<file path="src/rtl/btn_pkg.sv">
// Shared types and constants for the push-button conditioning slice.
package btn_pkg;
  typedef enum logic [1:0] {IDLE, CHK_PRESS, PRESSED, CHK_REL} btn_state_t;
  localparam int SYNC_STAGES = 2;
endpackage

</file>
<file path="src/rtl/btn_debounce_ch.sv">
// One button channel: synchronizer, debounce FSM and registered level/pulse outputs.
// BTN_REPEAT_EN adds auto-repeat press pulses while the button stays held.
module btn_debounce_ch
  import btn_pkg::*;
#(
  parameter int DEBOUNCE_CYCLES = 1250000,
  parameter int REPEAT_DELAY    = 62500000,
  parameter int REPEAT_PERIOD   = 12500000
) (
  input  logic clk,
  input  logic rst_n,
  input  logic btn,
  output logic level,
  output logic press,
  output logic rel
);
  localparam int CW = $clog2(DEBOUNCE_CYCLES);
  localparam logic [CW-1:0] CNT_LAST = CW'(DEBOUNCE_CYCLES - 1);

  if (DEBOUNCE_CYCLES < 2 || REPEAT_DELAY < 1 || REPEAT_PERIOD < 1) begin : g_cfg_err
    $error("btn_debounce_ch: illegal timing parameters");
  end

  logic [SYNC_STAGES-1:0] sync;
  logic                   s2;
  btn_state_t             state, state_nxt;
  logic [CW-1:0]          cnt, cnt_nxt;
  logic                   level_nxt, press_nxt, rel_nxt;

  assign s2 = sync[SYNC_STAGES-1];

`ifdef BTN_REPEAT_EN
  localparam int RMAX = (REPEAT_DELAY > REPEAT_PERIOD) ? REPEAT_DELAY : REPEAT_PERIOD;
  localparam int RW   = $clog2(RMAX + 1);
  localparam logic [RW-1:0] REP_FIRST = RW'(REPEAT_DELAY - 1);
  localparam logic [RW-1:0] REP_NEXT  = RW'(REPEAT_PERIOD - 1);
  logic [RW-1:0] rep, rep_nxt;
  logic          first, first_nxt;
`endif

  always_comb begin
    state_nxt = state;
    cnt_nxt   = cnt;
    level_nxt = level;
    press_nxt = 1'b0;
    rel_nxt   = 1'b0;
`ifdef BTN_REPEAT_EN
    rep_nxt   = rep;
    first_nxt = first;
`endif
    case (state)
      IDLE: if (s2) begin
        state_nxt = CHK_PRESS;
        cnt_nxt   = '0;
      end
      CHK_PRESS: if (!s2) begin
        state_nxt = IDLE;
        cnt_nxt   = '0;
      end else if (cnt == CNT_LAST) begin
        state_nxt = PRESSED;
        cnt_nxt   = '0;
        level_nxt = 1'b1;
        press_nxt = 1'b1;
`ifdef BTN_REPEAT_EN
        rep_nxt   = '0;
        first_nxt = 1'b1;
`endif
      end else begin
        cnt_nxt = cnt + 1'b1;
      end
      PRESSED: if (!s2) begin
        state_nxt = CHK_REL;
        cnt_nxt   = '0;
      end else begin
`ifdef BTN_REPEAT_EN
        // first repeat waits the long delay, later ones the short period
        if (rep == (first ? REP_FIRST : REP_NEXT)) begin
          press_nxt = 1'b1;
          rep_nxt   = '0;
          first_nxt = 1'b0;
        end else begin
          rep_nxt = rep + 1'b1;
        end
`endif
      end
      CHK_REL: if (s2) begin
        state_nxt = PRESSED;
        cnt_nxt   = '0;
`ifdef BTN_REPEAT_EN
        rep_nxt   = '0;
        first_nxt = 1'b1;
`endif
      end else if (cnt == CNT_LAST) begin
        state_nxt = IDLE;
        cnt_nxt   = '0;
        level_nxt = 1'b0;
        rel_nxt   = 1'b1;
      end else begin
        cnt_nxt = cnt + 1'b1;
      end
      default: begin
        state_nxt = IDLE;
        cnt_nxt   = '0;
        level_nxt = 1'b0;
      end
    endcase
  end

  always_ff @(posedge clk or negedge rst_n) begin
    if (!rst_n) begin
      sync  <= '0;
      state <= IDLE;
      cnt   <= '0;
      level <= 1'b0;
      press <= 1'b0;
      rel   <= 1'b0;
`ifdef BTN_REPEAT_EN
      rep   <= '0;
      first <= 1'b1;
`endif
    end else begin
      sync  <= {sync[SYNC_STAGES-2:0], btn};
      state <= state_nxt;
      cnt   <= cnt_nxt;
      level <= level_nxt;
      press <= press_nxt;
      rel   <= rel_nxt;
`ifdef BTN_REPEAT_EN
      rep   <= rep_nxt;
      first <= first_nxt;
`endif
    end
  end
endmodule

</file>
<file path="src/rtl/btn_conditioner.sv">
// Board push-button input stage: N_BTN independent debounced channels.
// Define BTN_REPEAT_EN to enable auto-repeat press pulses on held buttons.
module btn_conditioner
  import btn_pkg::*;
#(
  parameter int N_BTN           = 4,
  parameter int DEBOUNCE_CYCLES = 1250000,
  parameter int REPEAT_DELAY    = 62500000,
  parameter int REPEAT_PERIOD   = 12500000
) (
  input  logic             clk,
  input  logic             rst_n,
  input  logic [N_BTN-1:0] btn,
  output logic [N_BTN-1:0] btn_level,
  output logic [N_BTN-1:0] btn_press,
  output logic [N_BTN-1:0] btn_release
);
  for (genvar i = 0; i < N_BTN; i++) begin : g_ch
    btn_debounce_ch #(
      .DEBOUNCE_CYCLES(DEBOUNCE_CYCLES),
      .REPEAT_DELAY   (REPEAT_DELAY),
      .REPEAT_PERIOD  (REPEAT_PERIOD)
    ) u_ch (
      .clk  (clk),
      .rst_n(rst_n),
      .btn  (btn[i]),
      .level(btn_level[i]),
      .press(btn_press[i]),
      .rel  (btn_release[i])
    );
  end
endmodule
</file>
<file path="config.mk">
export PLATFORM = sky130hd
export DESIGN_NAME = btn_conditioner
export DESIGN_NICKNAME = d
export VERILOG_FILES = /design/src/rtl/btn_pkg.sv /design/src/rtl/btn_debounce_ch.sv /design/src/rtl/btn_conditioner.sv
export SDC_FILE = /design/constraint.sdc
export NUM_CORES = 1
export LEC_CHECK = 0
export ABC_AREA = 1
export CAP_MARGIN = 20
export CORE_MARGIN = 1.5
export CORE_UTILIZATION = 41
export DETAILED_ROUTE_END_ITERATION = 10
export DONT_BUFFER_PORTS = 1
export GPL_TIMING_DRIVEN = 0
export PLACE_DENSITY = 0.64
export SLEW_MARGIN = 20
export SYNTH_ARGS = -nofsm -noshare
export SYNTH_HDL_FRONTEND = slang
export SYNTH_HIERARCHICAL = 1
export SYNTH_SLANG_ARGS = --single-unit
export TNS_END_PERCENT = 5
</file>
<file path="constraint.sdc">
create_clock -name clk -period 1.6 [get_ports clk]
set_clock_uncertainty 0.2 [all_clocks]
set_input_delay 0.48 -clock clk [delete_from_list [all_inputs] [get_ports clk]]
set_output_delay 0.48 -clock clk [all_outputs]
set_load 0.005 [all_outputs]
</file>
==> reports/summary.txt <==
status = finished, violations left
failing checks = negative hold slack, negative setup slack
Area contributors post-synth = dfrtp_1 (43%), nand2_1 (16%), nand3_1 (6.0%)
ant diodes = 0
Netlist cell types = 34
final wirelength = 14.9 mm
Slew Viols, Final = 0
Detailed Routing Iterations Pass 1 = 4
CTS tree = built
Slew @ Worst Pin = 290 ps
worst setup margin = -131 ps
met2 Use GR = 30.0%
Post-CTS Hold Fix Bufs = 4
global route hottest layer = met2
Gate Count Post-Synth = 871
FF/Latch Area = 0.00282 sq mm
# DRC = 0
relative slew slack = 80.6%
CP endpoint kind = register
Place WS = -251 ps
Period Utilization, post-route = 108%
largest net degree at the start of global routing = 113
Initial Utilization = 41.6%
DRT iter0 DRCs = 337
Layout area overhead = 20.1%
initial antenna violation count = 0
Synth Net Count = 881
Final Hold Vio Count = 112
Hold Path Class = input pin to asynchronous set/reset pin
P_leak = 3.40 nW
clk buf depth = 2
crit-path max FO = 5
DPL Wire Length = 9.69 mm
routed len/inst = 12.9 um
max_cap viols = 0
PD cells = 1030 mW/mm^2
synthesized cell area = 0.00657 sq mm
crit path launch type = register
die area = 0.0168 sq mm
GR Layer Usage met3 = 4.46%
vias in the first global route = 5209
root buffer selected by CTS = clkbuf_16
Seq cells post-synth = 112
post-layout min period = 1730 ps
gr ovfl total = 0
fill count = 1540
syn_area_per_cell = 7.54 sq um
via count = 5637
Fmax = 578 MHz
Crit Path Category = register to register
worst-skew pair later-pin latency = 360 ps
# placed instances = 1087
post-synth top area cell = dfrtp_1
Final GP Congestion = 0.862
setup tns final = -3630 ps
# IOs = 18
clock-pin slew on the worst setup and hold paths = 80 ps
post-synthesis sequential area ratio = 42.7%
Finished Layout Cells = 1152
Critical Path RT = 1640 ps
# port buffers = 0
Die X = 130 um
Num CTS Buffers = 9
M1 GR Usage = 24.3%
multi-input logic area = 0.00357 sq mm
proportion of layout cells with a drive suffix above 1 = 22.8%
CP arrival = 1780 ps
num rows = 46
CTS H-tree lvls = 3
GRT Overall Usage = 18.1%
Nets = 941
final setup fails = 69
VDD IR-drop max = 584 uV
Routed Antenna Nets = 0
Vias/cell = 4.89
die extent in y = 130 um
RSZ-0062 raised after global routing = true
hold_ws = -387 ps
Yosys Warn Count = 6
Yosys top cell area share = 42.7%
total core area = 0.0158 sq mm
first-pass GRT wire length = 24.5 mm
clk sinks = 112
[sequential cells by signal, indices dropped and copies added (netlist names), named ones only]
| register | count |
|---|---|
| g_ch.u_ch/sync | 8 |
| g_ch.u_ch/press | 4 |
| g_ch.u_ch/level | 4 |
| g_ch.u_ch/state | 4 |
| g_ch.u_ch/cnt | 84 |
| g_ch.u_ch/rel | 4 |
[area by class of cell]
| cell class | count | share of cell area [%] |
|---|---|---|
| Clock inverter | 4 | 0.365 |
| Clock buffer | 12 | 3.25 |
| Buffer | 12 | 1.84 |
| Sequential cell | 112 | 35.7 |
| Inverter | 101 | 4.87 |
| Tap cell | 216 | 3.43 |
| Multi-Input combinational cell | 646 | 45.3 |
| Timing Repair Buffer | 49 | 5.20 |
[repair_timing]
action	in CTS	in global routing
resized for setup	36	70
cloned	1	1
pin swaps	18	24
endpoints found under the hold margin	116	112
setup buffers	29	14
endpoints found under the setup margin	91	99
[placed cells by master (no fill, tap or decap), drive strengths merged, types with 5 or more instances in the layout]
master / instances
nor2: 108
a21oi: 10
buf: 54
inv: 101
dfrtp: 112
nand4: 21
clkbuf: 15
o21ai: 50
nand2: 283
or2: 5
xnor2: 8
nand3: 106
xor2: 19
o22ai: 12
nor3: 10
[critical path, stage by stage (launching register included)]
cell and delay, ps:
dfrtp_1 410, nor2_1 100, nand3_1 150, nor2_4 200, nand3_4 100, nand2_4 140
inv_6 60, clkbuf_16 160, nand3_2 50, o21ai_1 60
[final timing paths]
kind	from	endpoint	slack, ps	depth (start not counted)
max	g_ch[2].u_ch/cnt[10]	g_ch[2].u_ch/cnt[4]	-130	9
min	rst_n	g_ch[2].u_ch/cnt[5]	-390	0
max reg2reg	g_ch[2].u_ch/cnt[10]	g_ch[2].u_ch/cnt[4]	-130	9
min reg2reg	g_ch[1].u_ch/sync[0]	g_ch[1].u_ch/sync[1]	160	0
max in group asynchronous	rst_n	g_ch[0].u_ch/cnt[15]	1400	0
min in group clk	g_ch[1].u_ch/sync[0]	g_ch[1].u_ch/sync[1]	160	0
[cell families (layout without fill, tap and decap cells)]
| group | Yosys count | in the layout | share of synthesized area [%] |
|---|---|---|---|
| AND/OR/NAND/NOR | 538 | 538 | 39.0 |
| buffers and inverters | 113 | 178 | 7.39 |
| flip-flops | 112 | 112 | 42.7 |
| AO/OA/AOI/OAI | 77 | 77 | 6.52 |
| XOR/XNOR | 27 | 27 | 3.60 |
| adder cells (fa/ha/maj) | 4 | 4 | 0.762 |
[routing by layer]
metal	part of all wire (%)	routed length, um
met4	0.81	121
met3	2.9	427
met2	48	7180
met1	48	7160
met5	0	0
[per-stage QoR]
| stage | hold slack, ps | total power, mW | area (sq um) | utilization (%) |
|---|---|---|---|---|
| 2_1_floorplan | -15.6 | 4.72 | 6590 | - |
| 3_3_place_gp | -9.09 | 5.22 | 6860 | 43.5 |
| 3_5_place_dp | -8.45 | 5.25 | 6860 | 43.5 |
| 4_1_cts | -398 | 7.93 | 7520 | 47.7 |
| 5_1_grt | -411 | 8.61 | 7890 | 50.0 |
| 6_report | -387 | 8.13 | 7890 | 50.0 |
[power breakdown]
part / switching [mW] / internal, mW
combinational: 1.55 / 1.06
clock: 1.08 / 1.15
sequential: 0.251 / 3.05
[synth_stat cells]
cell	number
nand2_1	272
dfrtp_1	112
inv_1	95
nor2_1	88
nand3_1	79
nand3_2	25
o21ai_0	25
o21ai_1	21
nand4_1	19
xor2_1	19
nor2_2	12
o22ai_1	12
a21oi_1	10
nand2_2	10
nor2_4	8
xnor2_1	8
buf_6	6
inv_2	6
nor3_1	6
or2_2	5
buf_2	4
ha_1	4
o21ai_2	4
o21bai_1	4
nor4_1	3
nand3_4	2
nand3b_1	2
nand4_2	2
nor3_2	2
nor3_4	2
buf_8	1
clkbuf_1	1
nand2_4	1
o21a_1	1
No activity file was read; power rests on OpenSTA's default activity.
